### src/rtl/wimax_block_interleaver.sv
// rtl/wimax_block_interleaver.sv - 802.16 QPSK first-permutation bit interleaver, ping-pong banks
// Optional block markers out_first_o/out_last_o are enabled by defining INTLV_BLOCK_MARK_EN.
module wimax_block_interleaver #(
  parameter int NCBPS = 384,
  parameter int OUT_W = 2,
  parameter int AW    = $clog2(NCBPS)
) (
  input  logic             clk,
  input  logic             reset,
  input  logic             in_bit_i,
  input  logic             in_valid_i,
  output logic             in_ready_o,
  output logic [OUT_W-1:0] out_data_o,
  output logic             out_valid_o,
  input  logic             out_ready_i
`ifdef INTLV_BLOCK_MARK_EN
  ,
  output logic             out_first_o,
  output logic             out_last_o
`endif
);

  localparam int ROWS = NCBPS / 12;
  localparam int RW   = (ROWS > 1) ? $clog2(ROWS) : 1;
  localparam logic [AW-1:0] RADDR_LAST = AW'(NCBPS - OUT_W);

  typedef enum logic [1:0] {EMPTY, FILLING, FULL, DRAINING} bank_state_e;

  bank_state_e      state_q [2];
  bank_state_e      state_d [2];
  logic             wbank_q, wbank_d;
  logic [3:0]       col_q, col_d;
  logic [RW-1:0]    row_q, row_d;
  logic [AW-1:0]    waddr_q, waddr_d;
  logic             rbank_q, rbank_d;
  logic [AW-1:0]    raddr_q, raddr_d;
  logic [OUT_W-1:0] out_data_q, out_data_d;
  logic             out_valid_q, out_valid_d;
  logic             out_bank_q, out_bank_d;
  logic             out_last_q, out_last_d;
`ifdef INTLV_BLOCK_MARK_EN
  logic             out_first_q, out_first_d;
`endif
  logic [NCBPS-1:0] mem_q [2];

  logic wr_en, last_k, accept, load;

  assign in_ready_o = (state_q[wbank_q] == EMPTY) || (state_q[wbank_q] == FILLING);
  assign wr_en      = in_valid_i && in_ready_o;
  assign last_k     = (col_q == 4'd11) && (row_q == RW'(ROWS - 1));
  assign accept     = out_valid_q && out_ready_i;
  // rbank moves on as soon as the last beat of a bank is loaded, so the next
  // FULL bank can follow without a bubble; the old bank is released on accept.
  assign load       = ((state_q[rbank_q] == FULL) || (state_q[rbank_q] == DRAINING))
                      && (!out_valid_q || out_ready_i);

  always_comb begin
    state_d     = state_q;
    wbank_d     = wbank_q;
    col_d       = col_q;
    row_d       = row_q;
    waddr_d     = waddr_q;
    rbank_d     = rbank_q;
    raddr_d     = raddr_q;
    out_data_d  = out_data_q;
    out_valid_d = out_valid_q;
    out_bank_d  = out_bank_q;
    out_last_d  = out_last_q;
`ifdef INTLV_BLOCK_MARK_EN
    out_first_d = out_first_q;
`endif

    if (accept && out_last_q) state_d[out_bank_q] = EMPTY;

    if (wr_en) begin
      if (state_q[wbank_q] == EMPTY) state_d[wbank_q] = FILLING;
      if (last_k) begin
        state_d[wbank_q] = FULL;
        wbank_d          = ~wbank_q;
        col_d            = '0;
        row_d            = '0;
        waddr_d          = '0;
      end else if (col_q != 4'd11) begin
        col_d   = col_q + 4'd1;
        waddr_d = waddr_q + AW'(ROWS);
      end else begin
        col_d   = '0;
        row_d   = row_q + RW'(1);
        waddr_d = AW'(row_q) + AW'(1);
      end
    end

    if (load) begin
      state_d[rbank_q] = DRAINING;
      out_data_d       = mem_q[rbank_q][raddr_q +: OUT_W];
      out_valid_d      = 1'b1;
      out_bank_d       = rbank_q;
      out_last_d       = (raddr_q == RADDR_LAST);
`ifdef INTLV_BLOCK_MARK_EN
      out_first_d      = (raddr_q == '0);
`endif
      if (raddr_q == RADDR_LAST) begin
        rbank_d = ~rbank_q;
        raddr_d = '0;
      end else begin
        raddr_d = raddr_q + AW'(OUT_W);
      end
    end else if (accept) begin
      out_valid_d = 1'b0;
    end
  end

  always_ff @(posedge clk or posedge reset) begin
    if (reset) begin
      state_q[0]  <= EMPTY;
      state_q[1]  <= EMPTY;
      wbank_q     <= 1'b0;
      col_q       <= '0;
      row_q       <= '0;
      waddr_q     <= '0;
      rbank_q     <= 1'b0;
      raddr_q     <= '0;
      out_data_q  <= '0;
      out_valid_q <= 1'b0;
      out_bank_q  <= 1'b0;
      out_last_q  <= 1'b0;
`ifdef INTLV_BLOCK_MARK_EN
      out_first_q <= 1'b0;
`endif
    end else begin
      state_q     <= state_d;
      wbank_q     <= wbank_d;
      col_q       <= col_d;
      row_q       <= row_d;
      waddr_q     <= waddr_d;
      rbank_q     <= rbank_d;
      raddr_q     <= raddr_d;
      out_data_q  <= out_data_d;
      out_valid_q <= out_valid_d;
      out_bank_q  <= out_bank_d;
      out_last_q  <= out_last_d;
`ifdef INTLV_BLOCK_MARK_EN
      out_first_q <= out_first_d;
`endif
    end
  end

  // Bank storage is intentionally not reset.
  always_ff @(posedge clk) begin
    if (wr_en) mem_q[wbank_q][waddr_q] <= in_bit_i;
  end

  assign out_data_o  = out_data_q;
  assign out_valid_o = out_valid_q;
`ifdef INTLV_BLOCK_MARK_EN
  assign out_first_o = out_first_q;
  assign out_last_o  = out_last_q;
`endif

endmodule

### config.mk
export PLATFORM = sky130hd
export DESIGN_NAME = wimax_block_interleaver
export DESIGN_NICKNAME = d
export VERILOG_FILES = /design/src/rtl/wimax_block_interleaver.sv
export SDC_FILE = /design/constraint.sdc
export NUM_CORES = 1
export LEC_CHECK = 0
export CORE_MARGIN = 4
export CORE_UTILIZATION = 55
export DETAILED_ROUTE_END_ITERATION = 7
export DONT_BUFFER_PORTS = 1
export PLACE_DENSITY = 0.76
export SKIP_CTS_REPAIR_TIMING = 1
export SLEW_MARGIN = 20
export SYNTH_ARGS = -nofsm -noshare
export SYNTH_HDL_FRONTEND = slang
export SYNTH_SLANG_ARGS = --single-unit
### constraint.sdc
create_clock -name clk -period 2.6 [get_ports clk]
set_input_delay 0.65 -clock clk [delete_from_list [all_inputs] [get_ports clk]]
set_output_delay 0.65 -clock clk [all_outputs]
set_load 0.02 [all_outputs]
After elaboration in Yosys (flattened, before gate mapping)
Memory sizes are Yosys's and may differ from the RTL's. Cells that the tools add are included.

Bits in registers: 38. RAM bits: 768. Bits of input ports: 5. Output and inout bits: 4. Word-level logic and storage cells: 98. Memories kept: 1.

Memories: mem_q (depth 2, width 384, rd ports 1, clocked after memory_dff 0, wr ports 1, line 44) `logic [NCBPS-1:0] mem_q [2];`.

$add $sub $neg: 5. $lt $le $gt $ge: 8. Equality and inequality tests: 8. Shift-type cells: 1. Multiplexer cells: 31. Bitwise gates (word level): 14. Reductions and logical operators: 18.

Operators by type and width (number): 2-to-1 mux 384 bit (1); indexed part select 384 x 10 -> 2 bit (1); 2-to-1 mux 4 bit (8); 2-to-1 mux 9 bit (3); 2-to-1 mux 2 bit (9); < comparator 9 x 10 -> 1 bit, second input constant (1); 2-to-1 mux 5 bit (2); adder 9 x 2 -> 9 bit, second input constant (1); adder 9 x 6 -> 9 bit, second input constant (1); demux 1 bit (select 9 bit) (1); == test 9 bit, second input constant (1); greater-or-equal comparator 9 x 1 -> 1 bit, second input constant (1); logical AND 1 bit (9); adder 5 x 1 -> 6 bit, second input constant (1); demux 2 bit (select 1 bit) (3); greater-or-equal comparator 2 bit, second input constant (3); < comparator 2 x 1 -> 1 bit, second input constant (3); inverter 1 -> 2 bit (3); AND reduction 2 bit (3); adder 5 x 1 -> 5 bit, second input constant (1); == test 5 bit, second input constant (1); adder 4 x 1 -> 4 bit, second input constant (1); AND 2 bit (2); AND 4 bit (1); other kinds (15) (24).

Longest topological paths before layout
Gate-level depths: netlist of run 1.

Word-level depth: 16. Gate-level depth with buffers: 12. Mapped depth without buffers: 7.

Least setup slack after synthesis of run 1
OpenSTA, ideal clock, no wires.

Path kind: register to register. Start: register wbank_q. End: memory mem_q[1][193] (enable). Library setup time: 300 ps. Arrival: 2189 ps. Data required time: 2300 ps. Slack: 111 ps. Stages on the path, launching flop included: 9. Path buffers: 2. Period minus slack after synthesis: 2489 ps. Cell sequence: dfrtp_1 -> mux2i_1 -> and2_1 -> clkbuf_1 -> nand2_1 -> nor2_1 -> nand2_1 -> clkbuf_1 -> nor2_1.

Cells in the longest elaborated chain, start to end: 9. Elaborated cells on any way between the ends: 10. Classes of those cells: eq/ne: 1; mux: 5; bitwise: 1; reduce/logical: 3.

RTL lines: start: declaration (line 31) `logic wbank_q, wbank_d;`; start signal: assignment (line 132) `wbank_q <= wbank_d;`; inverter 1 -> 2 bit (not written as such) (*) (line 48) `assign in_ready_o = (state_q[wbank_q] == EMPTY) || (state_q[wbank_q] == FILLING);`; 2-to-1 mux 2 bit (not written as such) (*) (3 in series) (line 48); == test 2 x 1 -> 1 bit or logical NOT 2 bit (tied branches) (line 48); logical OR 1 bit (*) (line 48); net in_ready_o (line 12) `output logic in_ready_o,`; logical AND 1 bit (*) (line 49) `assign wr_en = in_valid_i && in_ready_o;`; 2-to-1 mux 1 bit (*) (line 150) `if (wr_en) mem_q[wbank_q][waddr_q] <= in_bit_i;`; 2-to-1 mux 384 bit (not written as such) (*) (line 150); end: declaration (line 44).

Mark *: on every way through the listed nets, which the timed path passes. The rest lies on a longest branch. The select of a mux whose other input is x is not followed.

Worst setup path after layout of run 1
Start: register raddr_q[1]. End: register out_data_q[1], in the netlist out_data_o[1].

Cells in the longest elaborated chain, start to end: 1.

RTL lines: start: declaration (line 36) `logic [AW-1:0] raddr_q, raddr_d;`; start signal: assignment (line 137) `raddr_q <= raddr_d;`; indexed part select 384 x 10 -> 2 bit (line 95) `out_data_d = mem_q[rbank_q][raddr_q +: OUT_W];`; end signal: assignment (line 138) `out_data_q <= out_data_d;`; end: declaration (line 37) `logic [OUT_W-1:0] out_data_q, out_data_d;`.

Every way passes these cells. A chain may end at the register's enable or synchronous reset.

==> results.sh, run 1 <==
export IMPL_status="complete, but fails checks"
export IMPL_violations="slew limit, setup timing"
export IMPL_p_per_area_nw_per_um2=689
export IMPL_ir_drop_v=0.000600
export IMPL_post_route_period_util_pct=106
export IMPL_dp_hpwl_um=50500
export IMPL_multiInputGateArea_sq_um=10100
export IMPL_hold_class="in -> async"
export IMPL_ys_seq_area_share_pct=68.3
export IMPL_fin_hold_ws_ns=0.0248
export IMPL_synth_distinct_cells=56
export IMPL_syn_area_sq_um=35100
export IMPL_placed_area_sq_um=36500
export IMPL_dieArea_sq_um=67900
export IMPL_total_power_w=0.0273
export IMPL_area_delta_synth_final_pct=13.2
export IMPL_cts_buffers=80
export IMPL_setup_viol_count_final=2
export IMPL_nNetsFinal=2521
export IMPL_skew_ns=0.0322
export IMPL_grt_max_degree=769
export IMPL_drtIter0Drc=3316
export IMPL_worstPathRequired_ns=3.13
export IMPL_period_needed_ns=2.75
export IMPL_arrival_ns=3.29
export IMPL_viasPerCell=6.39
export IMPL_first_global_vias=21661
export IMPL_synth_fp_nets=2455
export IMPL_cts_root_buf="clkbuf_16"
export IMPL_clock_tree_buffer_depth=3
export IMPL_antenna_found_initial=1
export IMPL_worstSkewPairLatency_ns=0.66
export IMPL_routed_wl_um=91000
export IMPL_row_count=92
export IMPL_worstSetupPathType="reg -> reg"
export IMPL_ioPinCount=9
export IMPL_gpl_final_weighted_congestion=0.869
export IMPL_avgRoutedWirePerCell_um=26.6
export IMPL_cp_start_kind="register"
export IMPL_regArea_sq_um=24000
export IMPL_ys_flop_type="edfxtp_1"
export IMPL_leakage_nw=12.2
export IMPL_vias=21856
export IMPL_ys_warn_count=0
export IMPL_async_flop_share_pct=4.36
export IMPL_grt_pass1_wl_um=134000
export IMPL_end_kind="register"
export IMPL_crit_path_max_incr_delay_ns=0.59
export IMPL_cts_sinks=803
export IMPL_synth_edff_count=768
export IMPL_cap_violations=0
export IMPL_synthCells=2445
export IMPL_grt_total_usage_pct=26.7
export IMPL_drc=0
export IMPL_slew_viol_final=466
export IMPL_crit_buf_inv=3
export IMPL_max_freq_ghz=0.363
export IMPL_first_pass_iters=7
export IMPL_die_x_um=260
export IMPL_antenna_cells=0
export IMPL_path_delay_family="multiplexers"
export IMPL_relSlewSlack_pct=-91.0
export IMPL_clkTransAtPathRegs_ns=0.06
export IMPL_fill_cells=4425
export IMPL_tns_ns=-0.275
export IMPL_worst_pin_slew_ns=2.86
export IMPL_hold_violations=0
export IMPL_antenna_left=0
export IMPL_fin_area_sq_um=39700
export IMPL_port_buffers=0
export IMPL_critPathSlowestCell="mux4_2"
export IMPL_grt_setup_unrepaired="true"
export IMPL_cts_tree="done"
export IMPL_final_layout_size_suffix_gt1_share_pct=21.5
export IMPL_setup_ws_ns=-0.154
export IMPL_path_cells="buf_12, buf_12, buf_4, mux4_2, mux2i_1, mux4_2, o211ai_1, a41oi_1, o41ai_1"
export IMPL_die_h_um=260
export IMPL_htree_levels=3
export IMPL_design_core_area_sq_um=63100
export IMPL_start_util_pct=55.6
export IMPL_ys_ff_latch=803
export IMPL_critical_path_max_fanout=16
export IMPL_overflow=0
export IMPL_avgSynthCellArea_sq_um=14.3
==> through the flow <==
step	setup slack [ns]	std cells	util, %
after floorplan	0.111	2445	-
after CTS	-0.369	3370	61.9
final	-0.154	3420	62.9
after global routing	-0.182	3420	62.9
after global placement	-0.227	3225	57.8
after detailed placement	-0.311	3225	57.8
==> metal layers <==
| layer | track usage [%] | part of all wire [%] |
|---|---|---|
| met3 | 5.72 | 12 |
| met5 | 0 | 0 |
| met1 | 36.3 | 36 |
| met4 | 11.1 | 4.3 |
| met2 | 42.5 | 48 |
==> state kept, by name, indices dropped and copies added (netlist names) <==
| register | count |
|---|---|
| row_q | 5 |
| mem_q | 768 |
| rbank_q | 1 |
| out_last_q | 1 |
| waddr_q | 9 |
| out_valid_o | 1 |
| wbank_q | 1 |
| col_q | 4 |
| out_bank_q | 1 |
| out_data_o | 2 |
| state_q | 2 |
| raddr_q | 8 |
==> power by group <==
group          total, W  switching [W]  internal [W]
Clock            0.0112        0.00498       0.00626
Combinational   0.00158        0.00120      0.000377
Sequential       0.0145       0.000183        0.0143
Total            0.0273        0.00637        0.0210
==> cell usage after synthesis, types with 4 or more instances <==
cell type | instances | area [sq um]
mux2i_1 | 68 | 681
buf_6 | 17 | 191
o22ai_1 | 13 | 81.3
inv_1 | 5 | 18.8
buf_1 | 18 | 67.6
nor2b_1 | 16 | 100
dfrtp_1 | 35 | 876
nor3_1 | 17 | 85.1
a22oi_1 | 4 | 30.0
o21ai_0 | 18 | 90.1
nand4_1 | 7 | 43.8
nand2_1 | 108 | 405
edfxtp_1 | 768 | 23100
buf_2 | 20 | 100
and3_1 | 6 | 37.5
nor2_1 | 795 | 2980
o31ai_1 | 5 | 37.5
a22o_1 | 9 | 78.8
nor4_1 | 10 | 62.6
nor3b_1 | 7 | 52.6
mux2_2 | 19 | 214
a21oi_1 | 17 | 85.1
o221ai_1 | 25 | 219
clkbuf_1 | 158 | 593
nand2b_1 | 7 | 43.8
nand3_1 | 19 | 95.1
a211oi_1 | 8 | 60.1
mux4_2 | 180 | 4050
xnor2_1 | 6 | 52.6
ha_1 | 5 | 62.6
==> placed cells by master (no fill, tap or decap), types with 12 or more instances in the layout <==
cell type | netlist | final
mux2i_1 | 68 | 68
nor3_1 | 17 | 17
dfrtp_1 | 35 | 31
edfxtp_1 | 768 | 768
clkinv_1 | 0 | 13
clkbuf_16 | 0 | 84
nand3_1 | 19 | 17
mux2_2 | 19 | 19
nand2_1 | 108 | 108
o22ai_1 | 13 | 12
clkinv_2 | 0 | 20
buf_4 | 3 | 175
a21oi_1 | 17 | 15
nor2_1 | 795 | 795
mux4_2 | 180 | 180
buf_12 | 3 | 19
o221ai_1 | 25 | 25
o21ai_0 | 18 | 18
nor2b_1 | 16 | 16
==> cells by family (layout without fill, tap and decap cells) <==
logic type,after synthesis,after routing,synth area share [%]
and+or+nand+nor,1005,1005,11.4
xor gates and xnor gates,9,9,0.225
adders and majority gates,5,5,0.178
AOI/OAI and AO/OA,128,128,2.64
DFF,803,803,68.3
buffers and inverters,228,357,3.15
muxes,267,267,14.1
==> final timing paths <==
path | start | endpoint | slack, ns | cells after the start
min in group clk | in_bit_i | mem_q[0][334] | 0.10 | 0
max reg2reg | raddr_q[1] | out_data_o[1] | -0.15 | 9
min | reset | waddr_q[8] | 0.02 | 2
min reg2reg | state_q[3] | state_q[3] | 0.54 | 1
max | raddr_q[1] | out_data_o[1] | -0.15 | 9
max in group asynchronous | reset | raddr_q[2] | 2.15 | 2
==> cell type report <==
class | count | area share [%]
flip-flops and latches | 803 | 60.4
repair buffers | 207 | 4.98
clock inverters | 49 | 1.10
clock buffers | 96 | 5.32
well taps | 846 | 2.67
multi-input cells | 1414 | 25.5
inverters | 5 | 0.0473
(Power assumes the default switching activity.)
==> run 2, diff against run 1 <==
--- a/config.mk
+++ b/config.mk
@@ -5,11 +5,13 @@
 export SDC_FILE = /design/constraint.sdc
 export NUM_CORES = 1
 export LEC_CHECK = 0
+export CELL_PAD_IN_SITES_DETAIL_PLACEMENT = 1
+export CELL_PAD_IN_SITES_GLOBAL_PLACEMENT = 1
 export CORE_MARGIN = 4
-export CORE_UTILIZATION = 55
+export CORE_UTILIZATION = 54
 export DETAILED_ROUTE_END_ITERATION = 7
 export DONT_BUFFER_PORTS = 1
-export PLACE_DENSITY = 0.76
+export PLACE_DENSITY = 0.85
 export SKIP_CTS_REPAIR_TIMING = 1
 export SLEW_MARGIN = 20
 export SYNTH_ARGS = -nofsm -noshare
==> run 2 against run 1 <==
First-iteration DRC count up 2.0%. The run still ends with slew limit, setup timing left. Critical path depth unchanged. Sequential share of layout area up 0.15 points. Critical endpoint unchanged. Setup slack worse by 0.083 ns. Die area up 1.8%.
==> results.sh, run 2 (synthesis results as in run 1) <==
export IMPL_dp_slack_ns=-0.415
export IMPL_skew_ns=0.0442
export IMPL_drtIter0Drc=3381
export IMPL_die_h_um=263
export IMPL_setup_ws_ns=-0.237
export IMPL_path_delay_family="multiplexers"
export IMPL_hold_class="in -> async"
export IMPL_cp_start_kind="register"
export IMPL_crit_path_max_incr_delay_ns=0.51
export IMPL_avgRoutedWirePerCell_um=32.9
export IMPL_arrival_ns=3.34
export IMPL_final_layout_size_suffix_gt1_share_pct=20.8
export IMPL_clock_tree_buffer_depth=3
export IMPL_cap_violations=0
export IMPL_rrSetupSlack_ns=-0.24
export IMPL_leakage_nw=12.1
export IMPL_routed_top_layer="met4"
export IMPL_period_needed_ns=2.84
export IMPL_nNetsFinal=2499
export IMPL_placed_area_sq_um=36600
export IMPL_gpl_final_weighted_congestion=0.880
export IMPL_die_x_um=263
export IMPL_crit_buf_inv=4
export IMPL_worstSkewPairLatency_ns=0.66
export IMPL_final_common_cell="nor2_1"
export IMPL_grt_max_degree=769
export IMPL_grt_pass1_wl_um=163000
export IMPL_ir_drop_v=0.000611
export IMPL_final_cell_mix="nor2_1, edfxtp_1, mux4_2"
export IMPL_wl_met2_um=53500
export IMPL_r2r_start="rbank_q"
export IMPL_cts_tree="done"
export IMPL_post_route_period_util_pct=109
export IMPL_row_count=93
export IMPL_ioPinCount=9
export IMPL_antenna_left=0
export IMPL_clkTransAtPathRegs_ns=0.07
export IMPL_top_regs="mem_q: 768 flops, waddr_q: 9 flops, raddr_q: 8 flops"
export IMPL_overflow=0
export IMPL_fin_hold_ws_ns=0.0529
export IMPL_largest_reg_flops=768
export IMPL_start_util_pct=54.5
export IMPL_relSlewSlack_pct=-0.846
export IMPL_first_global_vias=24264
export IMPL_vias=23024
export IMPL_status="complete, but fails checks"
export IMPL_p_per_area_nw_per_um2=709
export IMPL_cts_root_buf="clkbuf_16"
export IMPL_routed_wl_um=112000
export IMPL_slew_viol_final=36
export IMPL_path_cells="buf_8, buf_8, buf_12, mux4_2, mux4_2, a22o_4, nor4_4, buf_4, o41ai_2"
export IMPL_dp_hpwl_um=63300
export IMPL_end_kind="register"
export IMPL_viasPerCell=6.74
export IMPL_r2r_end="out_data_o[1]"
export IMPL_htree_levels=3
export IMPL_worst_pin_slew_ns=1.51
export IMPL_dieArea_sq_um=69100
export IMPL_cts_buffers=82
export IMPL_fin_area_sq_um=39600
export IMPL_violations="slew limit, setup timing"
export IMPL_grt_setup_unrepaired="true"
export IMPL_wl_met3_um=13000
export IMPL_drc=0
export IMPL_antenna_found_initial=1
export IMPL_worstSetupPathType="reg -> reg"
export IMPL_critical_path_max_fanout=8
export IMPL_grt_total_usage_pct=32.1
export IMPL_wl_met1_um=38400
export IMPL_setup_viol_count_final=2
export IMPL_regMostFlops="mem_q"
export IMPL_critPathSlowestCell="mux4_2"
export IMPL_first_pass_iters=5
export IMPL_hold_violations=0
export IMPL_port_buffers=0
export IMPL_worstPathRequired_ns=3.11
export IMPL_cts_sinks=803
export IMPL_max_freq_ghz=0.352
export IMPL_area_delta_synth_final_pct=12.9
export IMPL_r2r_cells=9
export IMPL_design_core_area_sq_um=64300
run 2: per-layer routing:
metal	GRT usage, %	up-vias
met5	0	-
li1	-	9061
met4	17.8	0
met2	51.4	1672
met3	7.56	454
met1	40.9	11837
run 2: area by class of cell:
cell class                      count  area, sq um
Sequential cell                   803        24000
Clock buffer                       98         2180
Clock inverter                     54          453
Tap cell                          855         1070
Fill cell                        5809        24800
Timing Repair Buffer              183         1720
Multi-Input combinational cell   1414        10200
Antenna cell                        2         5.00
Inverter                            5         18.8
run 2: through the flow:
stage / instances / setup TNS [ns] / power [W] / utilization (%)
after floorplan: 2445 / 0 / 0.0156 / -
after global placement: 3254 / -0.620 / 0.0162 / 56.9
after detailed placement: 3254 / -0.662 / 0.0164 / 56.9
after CTS: 3406 / -0.896 / 0.0280 / 61.0
after global routing: 3412 / -0.535 / 0.0288 / 61.5
final: 3414 / -0.395 / 0.0281 / 61.5
run 2: worst reg2reg max path, stage by stage, from the launching register on:
cell and delay [ns]:
dfrtp_4 0.45, buf_8 0.15, buf_8 0.14, buf_12 0.14, mux4_2 0.51, mux4_2 0.51, a22o_4 0.30, nor4_4 0.30
buf_4 0.16, o41ai_2 0.06
run 2: worst max path at each step:
stage	from	to	slack (ns)	depth (start not counted)
final	rbank_q	out_data_o[1]	-0.24	9
after global routing	rbank_q	out_data_o[1]	-0.27	9
after CTS	rbank_q	out_data_o[1]	-0.54	8
after detailed placement	rbank_q	out_data_o[1]	-0.42	8
after global placement	rbank_q	out_data_o[1]	-0.42	8
after floorplan	wbank_q	mem_q[1][193]	0.11	8
run 2: where the power goes:
| group | leakage [nW] | switching (W) | internal, W |
|---|---|---|---|
| clock | 1.29 | 0.00523 | 0.00661 |
| combinational | 3.42 | 0.00132 | 0.000380 |
| sequential | 7.35 | 0.000209 | 0.0143 |
